### config.mk
export PLATFORM = sky130hd
export DESIGN_NAME = fetch_stage
export DESIGN_NICKNAME = d
export VERILOG_FILES = /design/src/rtl/fetch_stage.sv
export SDC_FILE = /design/constraint.sdc
export NUM_CORES = 1
export LEC_CHECK = 0
export ABC_AREA = 1
export CORE_ASPECT_RATIO = 0.5
export CORE_MARGIN = 3
export CORE_UTILIZATION = 49
export CTS_CLUSTER_DIAMETER = 40
export DETAILED_ROUTE_END_ITERATION = 6
export PLACE_DENSITY = 0.86
export REMOVE_ABC_BUFFERS = 1
export SLEW_MARGIN = 20
export SYNTH_ARGS = -nofsm -noshare
export SYNTH_HDL_FRONTEND = slang
export SYNTH_SLANG_ARGS = --single-unit
### constraint.sdc
create_clock -name clk -period 2.5 [get_ports clk]
set_input_delay 0.5 -clock clk [delete_from_list [all_inputs] [get_ports clk]]
set_output_delay 0.5 -clock clk [all_outputs]
set_load 0.02 [all_outputs]
### src/rtl/fetch_stage.sv
// Instruction-fetch front end: PC, single-outstanding imem handshake, skid buffer and IF/ID register.
// Optional performance counters are enabled by defining FETCH_PERF_CNT_EN.
module fetch_stage #(
  parameter int                       ADDRESS_WIDTH = 32,
  parameter logic [ADDRESS_WIDTH-1:0] RESET_PC      = 32'h0000_0000,
  parameter logic [ADDRESS_WIDTH-1:0] NOP_INSTR     = 32'h0000_0013
) (
  input  logic                     clk,
  input  logic                     rst,
  output logic                     imem_req,
  output logic [ADDRESS_WIDTH-1:0] imem_addr,
  input  logic                     imem_valid,
  input  logic [ADDRESS_WIDTH-1:0] imem_rdata,
  input  logic                     StallF,
  input  logic                     FlushD,
  input  logic                     PCSrcE,
  input  logic [ADDRESS_WIDTH-1:0] PCTargetE,
  output logic [ADDRESS_WIDTH-1:0] InstrD,
  output logic [ADDRESS_WIDTH-1:0] PCD,
  output logic [ADDRESS_WIDTH-1:0] PCPlus4D,
  output logic                     ValidD,
  output logic [31:0]              FetchCount,
  output logic [31:0]              BubbleCount
);

  typedef enum logic [1:0] {
    S_FETCH = 2'd0,
    S_WAIT  = 2'd1,
    S_HOLD  = 2'd2,
    S_DROP  = 2'd3
  } state_t;

  state_t                   state_q, state_d;
  logic [ADDRESS_WIDTH-1:0] pc_q, pc_d;
  logic [ADDRESS_WIDTH-1:0] skid_q, skid_d;
  logic [ADDRESS_WIDTH-1:0] instr_q, instr_d;
  logic [ADDRESS_WIDTH-1:0] pcd_q, pcd_d;
  logic [ADDRESS_WIDTH-1:0] pcp4_q, pcp4_d;
  logic                     valid_q, valid_d;

  logic                     load_s;
  logic [ADDRESS_WIDTH-1:0] load_instr_s;
  logic [ADDRESS_WIDTH-1:0] pc_plus4_s;
  logic [ADDRESS_WIDTH-1:0] target_s;
  logic                     unused_s;

  assign pc_plus4_s = pc_q + {{(ADDRESS_WIDTH-3){1'b0}}, 3'd4};
  assign target_s   = {PCTargetE[ADDRESS_WIDTH-1:2], 2'b00};
  assign unused_s   = ^PCTargetE[1:0];

  // State, PC, skid and IF/ID registers
  always_ff @(posedge clk) begin
    if (!rst) begin
      state_q <= S_FETCH;
      pc_q    <= RESET_PC;
      skid_q  <= '0;
      instr_q <= NOP_INSTR;
      pcd_q   <= '0;
      pcp4_q  <= '0;
      valid_q <= 1'b0;
    end else begin
      state_q <= state_d;
      pc_q    <= pc_d;
      skid_q  <= skid_d;
      instr_q <= instr_d;
      pcd_q   <= pcd_d;
      pcp4_q  <= pcp4_d;
      valid_q <= valid_d;
    end
  end

  // Next state, PC and skid; redirect always wins over stall
  always_comb begin
    state_d      = state_q;
    pc_d         = pc_q;
    skid_d       = skid_q;
    load_s       = 1'b0;
    load_instr_s = skid_q;
    case (state_q)
      S_FETCH: begin
        if (PCSrcE) begin
          pc_d = target_s;
        end else begin
          state_d = S_WAIT;
        end
      end
      S_WAIT: begin
        if (PCSrcE) begin
          pc_d    = target_s;
          state_d = imem_valid ? S_FETCH : S_DROP;
        end else if (imem_valid) begin
          if (StallF) begin
            skid_d  = imem_rdata;
            state_d = S_HOLD;
          end else begin
            load_s       = 1'b1;
            load_instr_s = imem_rdata;
            pc_d         = pc_plus4_s;
            state_d      = S_FETCH;
          end
        end else begin
          state_d = S_WAIT;
        end
      end
      S_HOLD: begin
        if (PCSrcE) begin
          pc_d    = target_s;
          skid_d  = '0;
          state_d = S_FETCH;
        end else if (!StallF) begin
          load_s  = 1'b1;
          pc_d    = pc_plus4_s;
          skid_d  = '0;
          state_d = S_FETCH;
        end else begin
          state_d = S_HOLD;
        end
      end
      S_DROP: begin
        if (PCSrcE) begin
          pc_d = target_s;
        end else begin
          pc_d = pc_q;
        end
        if (imem_valid) begin
          state_d = S_FETCH;
        end else begin
          state_d = S_DROP;
        end
      end
      default: begin
        state_d = S_FETCH;
      end
    endcase
  end

  // IF/ID: flush beats load; without a load or stall decode gets a bubble
  always_comb begin
    instr_d = instr_q;
    pcd_d   = pcd_q;
    pcp4_d  = pcp4_q;
    valid_d = valid_q;
    if (FlushD) begin
      instr_d = NOP_INSTR;
      valid_d = 1'b0;
    end else if (load_s) begin
      instr_d = load_instr_s;
      pcd_d   = pc_q;
      pcp4_d  = pc_plus4_s;
      valid_d = 1'b1;
    end else if (StallF) begin
      valid_d = valid_q;
    end else begin
      instr_d = NOP_INSTR;
      valid_d = 1'b0;
    end
  end

  // Memory request strobe, only ever raised in FETCH
  always_comb begin
    if (rst && (state_q == S_FETCH) && !PCSrcE) begin
      imem_req = 1'b1;
    end else begin
      imem_req = 1'b0;
    end
  end

  assign imem_addr = pc_q;
  assign InstrD    = instr_q;
  assign PCD       = pcd_q;
  assign PCPlus4D  = pcp4_q;
  assign ValidD    = valid_q;

`ifdef FETCH_PERF_CNT_EN
  logic [31:0] fetch_cnt_q, fetch_cnt_d;
  logic [31:0] bubble_cnt_q, bubble_cnt_d;

  // Counter increments
  always_comb begin
    fetch_cnt_d  = fetch_cnt_q + ((load_s && !FlushD) ? 32'd1 : 32'd0);
    bubble_cnt_d = bubble_cnt_q + (valid_q ? 32'd0 : 32'd1);
  end

  // Counter registers
  always_ff @(posedge clk) begin
    if (!rst) begin
      fetch_cnt_q  <= 32'd0;
      bubble_cnt_q <= 32'd0;
    end else begin
      fetch_cnt_q  <= fetch_cnt_d;
      bubble_cnt_q <= bubble_cnt_d;
    end
  end

  assign FetchCount  = fetch_cnt_q;
  assign BubbleCount = bubble_cnt_q;
`else
  assign FetchCount  = 32'd0;
  assign BubbleCount = 32'd0;
`endif

endmodule

# Yosys cells after proc, flatten, opt, wreduce, memory -nomap -nowiden
# Cells that the tools add are included.
[word_totals]
output_inout_bits = 194
in_bits = 70
word_cells = 64
ff_bits = 163
[classes]
reduce_logical = 10
muxes = 33
bitwise = 2
n_eq_ne = 11
addsub = 1
[ops]
columns = ["operator", "count"]
rows = [
  ["2-to-1 mux 32 bit", 16],
  ["case mux 32 bit (3 select lines)", 1],
  ["case mux 32 bit (2 select lines)", 1],
  ["adder 32 x 3 -> 32 bit, second input constant", 1],
  ["2-to-1 mux 2 bit", 6],
  ["inequality test 2 bit, second input constant", 4],
  ["case mux 2 bit (4 select lines)", 1],
  ["2-to-1 mux 1 bit", 7],
  ["inequality test 3 bit, second input constant", 2],
  ["AND reduction 5 bit", 1],
  ["== test 2 bit, second input constant", 2],
  ["inequality test 2 x 1 -> 1 bit, second input constant", 2],
  ["AND reduction 2 bit", 2],
  ["OR reduction 2 bit", 2],
  ["== test 2 x 1 -> 1 bit, second input constant", 1],
  ["logical AND 1 bit", 2],
  ["zero test 2 bit", 1],
  ["inverter 1 bit", 2],
  ["case mux 1 bit (2 select lines)", 1],
  ["nonzero test 2 bit", 1],
  ["zero test 1 bit", 1],
]

# Depth between registers and ports, before layout
# Gate-level depths: netlist of run 1.
[logic_depth]
depth_word = 5
ltp_mapped = 11
mapped_depth_nobuf = 10

# Worst setup path before layout of run 1
# Ideal clock, no wire load.
[synth_timing]
path_type = "input port to output port"
from = "input rst"
to = "output imem_req"
path_slack_ps = 767
t_arrival_ps = 1233
t_required_ps = 2000
path_stages = 4
cell_sequence = "buf_2 buf_1 nand2_1 nor2_1"
[synth_between]
elab_chain_len = 3
[synth_lines]
columns = ["element", "line", "text"]
rows = [
  ["start: declaration", "9", "input logic rst,"],
  ["logical AND 1 bit (2 in series)", "161", "if (rst && (state_q == S_FETCH) && !PCSrcE) begin"],
  ["2-to-1 mux 1 bit", "161", ""],
  ["end: declaration", "10", "output logic imem_req,"],
]
# No other way between the ends.

# Final worst setup path of run 1
[layout_timing]
from = "register state_q[0]"
to = "output imem_req"
[layout_between]
elab_chain_len = 4
[layout_lines]
columns = ["element", "line", "text"]
rows = [
  ["start: declaration", "33", "state_t state_q, state_d;"],
  ["start signal: assignment", "62", "state_q <= state_d;"],
  ["zero test 2 bit", "161", ""],
  ["logical AND 1 bit (2 in series)", "161", ""],
  ["2-to-1 mux 1 bit", "161", ""],
]
# No other way between the ends.

==> results of run 1 <==
## layer usage
layer	global-route usage	wire length [µm]	vias up
met2	0.439	11100	332
li1	-	-	3638
met5	0	0	-
met1	0.300	8960	3508
met3	0.0406	1450	35
met4	0.0804	420	0
## flip-flops by register name, indices dropped and copies added, names as in the netlist
register	cells
PCPlus4D	30
PCD	30
imem_addr	30
ValidD	1
skid_q	32
InstrD	32
state_q	2
## kinds of logic after synthesis
group / Yosys count / synth area share
AOI/OAI and AO/OA: 304 / 0.207
buffers and inverters: 213 / 0.145
other: 1 / 0.000491
DFF: 157 / 0.412
xor gates and xnor gates: 15 / 0.0182
and+or+nand+nor: 365 / 0.207
adders and majority gates: 6 / 0.00984
## area by class of cell
class,count,share of cell area
Multi-Input combinational cell,760,0.363
Clock inverter,13,0.0153
Timing Repair Buffer,210,0.209
Tap cell,198,0.0247
Inverter,81,0.0303
Sequential cell,157,0.313
Clock buffer,19,0.0441
## worst reg2reg max path: stages (launching register included)
cell and delay (ps):
dfxtp_1 390, inv_1 100, ha_1 220, nand2_1 100
nand2_1 90, nand3_4 80, nor2_4 40, inv_2 690
nand2_1 160, a21oi_1 170
## placed cells by master, fill, tap and decap left out, types with 2 or more instances in the layout
master / netlist / layout
nand2_1: 193 / 192
clkdlybuf4s50_1: 0 / 190
a21oi_1: 160 / 160
dfxtp_1: 157 / 157
o21ai_0: 108 / 108
nor2_1: 91 / 91
inv_1: 75 / 75
conb_1: 1 / 70
nand3_1: 51 / 51
o21bai_1: 19 / 19
clkbuf_16: 0 / 17
buf_4: 74 / 15
o21ai_1: 12 / 12
xor2_1: 12 / 12
nor2_4: 7 / 7
nand3b_1: 7 / 7
nor2_2: 6 / 6
ha_1: 6 / 6
clkinvlp_4: 0 / 6
inv_2: 5 / 5
nand2_2: 4 / 5
buf_12: 0 / 4
and2_1: 3 / 3
inv_6: 0 / 3
xnor2_1: 2 / 2
a31oi_1: 2 / 2
bufinv_16: 0 / 2
inv_8: 0 / 2
## power breakdown
part | internal (mW) | switching, mW | total [mW]
clock network | 1.52 | 1.11 | 2.63
logic | 0.323 | 0.511 | 0.835
registers | 2.58 | 0.106 | 2.68
total | 4.42 | 1.73 | 6.15
## through the flow
stage	hold WS [ps]	power [mW]
after floorplan	445	3.14
final	455	6.15
after detailed placement	447	3.56
after global routing	474	6.36
after CTS	458	6.16
after global placement	445	3.53
## path summary, 6_finish.rpt
kind	to	startpoint	cells after the start	slack, ps
worst max-delay path	imem_req	state_q[0]	5	180
worst min-delay path	InstrD[25]	InstrD[25]	2	450
worst max register to register	PCPlus4D[2]	state_q[1]	9	390
worst min register to register	InstrD[25]	InstrD[25]	2	450
==> metrics.csv, run 1 <==
metric,value,unit
Pre-antenna DRT Iters,5,
Synth area leaders,"dfxtp_1, a21oi_1, nand2_1, buf_4, o21ai_0",
main flop type after synthesis,dfxtp_1,
worst hold path class,reg2reg,
initial antenna violation count,0,
"Setup Fix Bufs, Post-CTS",0,
Finished Core Util,0.675,
Multi-input gate area,3640,µm²
Power Density,613,nW/µm²
most common library cells after synthesis,"nand2_1, a21oi_1, dfxtp_1, o21ai_0, nor2_1",
final setup fails,0,
Starting DRT DRC Count,711,
Synth top area share,0.412,
Fin. Hold Viols,0,
sequential standard cell area,3140,µm²
row count,31,
data required time of the worst path,2000,ps
post-route setup TNS,0,ps
largest net degree at the start of global routing,90,
number of global-route vias before repair,7070,
Boundary Pins,264,
Unique masters post-synth,33,
Core Area,14900,µm²
Die Wd,183,µm
htree depth,4,
Routed WL,21.9,mm
TritonCTS clock tree,yes,
Slew headroom,0.361,
Leak Pwr,3.93,nW
Syn. warnings,0,
CP Buf/Inv Count,2,
Max Buffers Root-to-Sink,2,
CTS buffer count,17,
"Slowest-stage cell, CP",clkdlybuf4s50_1,
Clock Skew,12.7,ps
GRT Residual Overflow,0,
status,"finished, final reports clean",
placed cell areas,9440,µm²
Crit Path Class,reg2out,
crit share post-route,0.928,
layout cells sized above 1,0.0629,
Clock transition at path regs,70,ps
DIE AREA,17200,µm²
share of synthesized registers carrying an async set or reset,0,
largest stage delay on the critical path,610,ps
cts repair resizes,0,
#FFs+latches synth,157,
Final GP Congestion,0.828,
most frequent cell after synthesis,nand2_1,
Tot GR Track Use,0.244,
max frequency,0.431,GHz
total number of vias,7513,
vias per cell,5.22,
hpwl dp,15.1,mm
Final nets,1303,
largest area contributor in the netlist,dfxtp_1,
"EDFF count, synth",0,
pre-CTS setup slack,39.3,ps
CTS sink count,157,
Area Growth Syn to Fin,31.5,%
Port Buffers,191,
Worst Tran Pin Value,957,ps
Die Ht,94.3,µm
Syn Inst Count,1061,
Maximum Capacitance Violations,0,
post-DR wirelength/cell,15.3,µm
clock latency on the worst-skew pair,410,ps
DR DRC count,0,
unrepaired setup endpoints after global routing,false,
Placed Cells,1406,
Root Buffer Master,clkbuf_16,
design area,10000,µm²
"Cell Area, Synth",7630,µm²
setup slack after layout,179,ps
Critical Path AT,1820,ps
CP Launch Type,flop,
ANT cells,0,
syn_area_per_cell,7.19,µm²
Worst Setup End Kind,output port,
fillers,1206,
minimum clock period,2320,ps
sequential element share of the synthesized area,0.412,
Final ANT Viol Nets,0,
maximum VDD drop,0.418,mV
worst path cell trace,inv_1 -> ha_1 -> nand2_1 -> nor2_1 -> clkdlybuf4s50_1,
Top delay family on crit path,buffers and inverters,
Initial Utilization,0.514,
crit path max fanout,4,
post-route non-filler standard cell count,1438,
first-pass GRT wire length,34.9,mm
Slew Limit Fails,0,
Post-CTS Hold Buffers,0,
(Power assumes the default switching activity.)
==> run 2: changes to the inputs <==
--- a/config.mk
+++ b/config.mk
@@ -8,11 +8,13 @@
 export ABC_AREA = 1
 export CORE_ASPECT_RATIO = 0.5
 export CORE_MARGIN = 3
-export CORE_UTILIZATION = 49
+export CORE_UTILIZATION = 53
 export CTS_CLUSTER_DIAMETER = 40
 export DETAILED_ROUTE_END_ITERATION = 6
-export PLACE_DENSITY = 0.86
+export DONT_BUFFER_PORTS = 1
+export PLACE_DENSITY = 0.68
 export REMOVE_ABC_BUFFERS = 1
+export SETUP_SLACK_MARGIN = 0.15
 export SLEW_MARGIN = 20
 export SYNTH_ARGS = -nofsm -noshare
 export SYNTH_HDL_FRONTEND = slang
==> constraint.sdc (replaced) <==
create_clock -name clk -period 2.7 [get_ports clk]
set_input_delay 0.54 -clock clk [delete_from_list [all_inputs] [get_ports clk]]
set_output_delay 0.54 -clock clk [all_outputs]
set_load 0.02 [all_outputs]
==> run 2 against run 1 <==
  * First-iteration DRC count shrank 10%
  * Power decreased by 14%
  * Core utilization down 9.7 points
  * Critical path depth rose by 4
  * Via count shrank 12%
  * Critical endpoint is now skid_q[17]
  * Largest cell class unchanged
==> metrics.csv, run 2 (synthesized netlist as in run 1, its figures left out) <==
metric,value,unit
Top delay family on crit path,buffers and inverters,
cts repair resizes,0,
Maximum Capacitance Violations,0,
Clock Skew,14.2,ps
crit path max fanout,33,
CP Launch Type,flop,
max frequency,0.473,GHz
Die Wd,176,µm
Boundary Pins,264,
clock latency on the worst-skew pair,410,ps
DR DRC count,0,
CP Buf/Inv Count,4,
unrepaired setup endpoints after global routing,false,
Power Density,662,nW/µm²
Worst Tran Pin Value,1090,ps
layout cells sized above 1,0.0663,
total number of vias,6641,
Leak Pwr,3.17,nW
Max Buffers Root-to-Sink,2,
CP dominant cell by count,inv_2,
Clock transition at path regs,70,ps
design area,7990,µm²
maximum VDD drop,0.450,mV
row count,30,
"Setup Fix Bufs, Post-CTS",0,
setup slack after layout,585,ps
most frequent cells in the layout,"nand2_1, a21oi_1, dfxtp_1, o21ai_0, nor2_1",
data required time of the worst path,3030,ps
ANT cells,0,
Slew headroom,0.271,
GRT Residual Overflow,0,
Port Buffers,0,
final setup fails,0,
number of global-route vias before repair,5959,
post-DR wirelength/cell,16.1,µm
CTS buffer count,17,
Die Ht,90.9,µm
Final nets,1104,
Tot GR Track Use,0.239,
worst hold path class,in2reg,
Final GP Congestion,0.841,
initial antenna violation count,0,
part of the power in combinational logic,0.082,
post-route setup TNS,0,ps
Core Area,13800,µm²
Pre-antenna DRT Iters,7,
pre-CTS setup slack,595,ps
Root Buffer Master,clkbuf_16,
Final ANT Viol Nets,0,
Sw Pwr,1.53,mW
crit share post-route,0.783,
Area Growth Syn to Fin,4.64,%
worst path cell trace,inv_1 -> ha_1 -> inv_2 -> buf_4 -> o21ai_0 -> nand2_1 -> inv_2 -> nand3_1 -> a21oi_1,
Routed WL,19.8,mm
Starting DRT DRC Count,639,
flop-to-flop setup slack,580,ps
Initial Utilization,0.553,
Fin. Hold Viols,0,
Critical Path AT,2440,ps
first-pass GRT wire length,31.2,mm
Net Sw Frac,0.290,
Crit Path Class,reg2reg,
largest stage delay on the critical path,470,ps
"Slowest-stage cell, CP",inv_2,
Int Pwr,3.75,mW
DIE AREA,16000,µm²
CTS sink count,157,
placed cell areas,7430,µm²
htree depth,4,
TritonCTS clock tree,yes,
Post-CTS Hold Buffers,0,
hpwl dp,12.9,mm
"most common cell after layout, fill and taps aside",nand2_1,
Clk pwr share,0.433,
fillers,1324,
minimum clock period,2120,ps
vias per cell,5.39,
largest net degree at the start of global routing,92,
status,"finished, final reports clean",
sequential power share,0.485,
Worst Setup End Kind,flop,
Slew Limit Fails,0,
run 2: cell types whose count changed in the layout (fill, tap and decap cells not counted):
cell	delta
buf_2	-1
bufinv_16	-2
clkbuf_8	+1
buf_4	-5
clkinv_4	+4
clkinvlp_4	-3
buf_12	-3
clkdlybuf4s50_1	-190
inv_8	-1
inv_6	+1
run 2: layout make-up:
cell class | instances | area, µm² | share of cell area
multi-input combinational | 760 | 3640 | 0.456
sequential | 157 | 3140 | 0.394
clock buffer | 20 | 457 | 0.0572
inverter | 81 | 304 | 0.0381
tap | 192 | 240 | 0.0301
clock inverter | 12 | 104 | 0.0130
timing repair buffer | 11 | 95.1 | 0.0119
run 2: worst reg2reg max path, stage by stage, from the launching register on:
cell	delay [ps]
dfxtp_1	340
inv_1	120
ha_1	190
inv_2	40
buf_4	250
o21ai_0	200
nand2_1	100
inv_2	470
nand3_1	140
a21oi_1	180
run 2: power by group through the flow:
stage / logic, mW / clock network (mW) / registers (mW)
floorplan: 0.335 / 0 / 2.57
global placement: 0.421 / 0 / 2.61
detailed placement: 0.429 / 0 / 2.61
CTS: 0.431 / 2.32 / 2.56
global route: 0.485 / 2.43 / 2.57
finish: 0.435 / 2.29 / 2.56
run 2: path summary, 6_finish.rpt:
kind,from,cells past startpoint,endpoint
hold / removal,StallF,2,InstrD[1]
setup reg to reg,state_q[0],9,skid_q[17]
setup / recovery,state_q[0],9,skid_q[17]
hold reg to reg,skid_q[13],2,skid_q[13]
run 2: per-stage QoR:
stage                     hold WS, ps   util  total power, mW  instances
after detailed placement          455  0.538             3.04       1201
after floorplan                   445      -             2.91        998
final                             273  0.578             5.28       1233
after global placement            451  0.538             3.03       1201
after global routing              258  0.578             5.49       1233
after CTS                         251  0.578             5.31       1233
run 2: metal layers:
layer,vias to the layer above,global-route usage,part of all wire
li1,3239,-,-
met3,34,0.0651,0.081
met1,3082,0.304,0.42
met4,0,0.0889,0.020
met5,-,0,0
met2,286,0.391,0.48
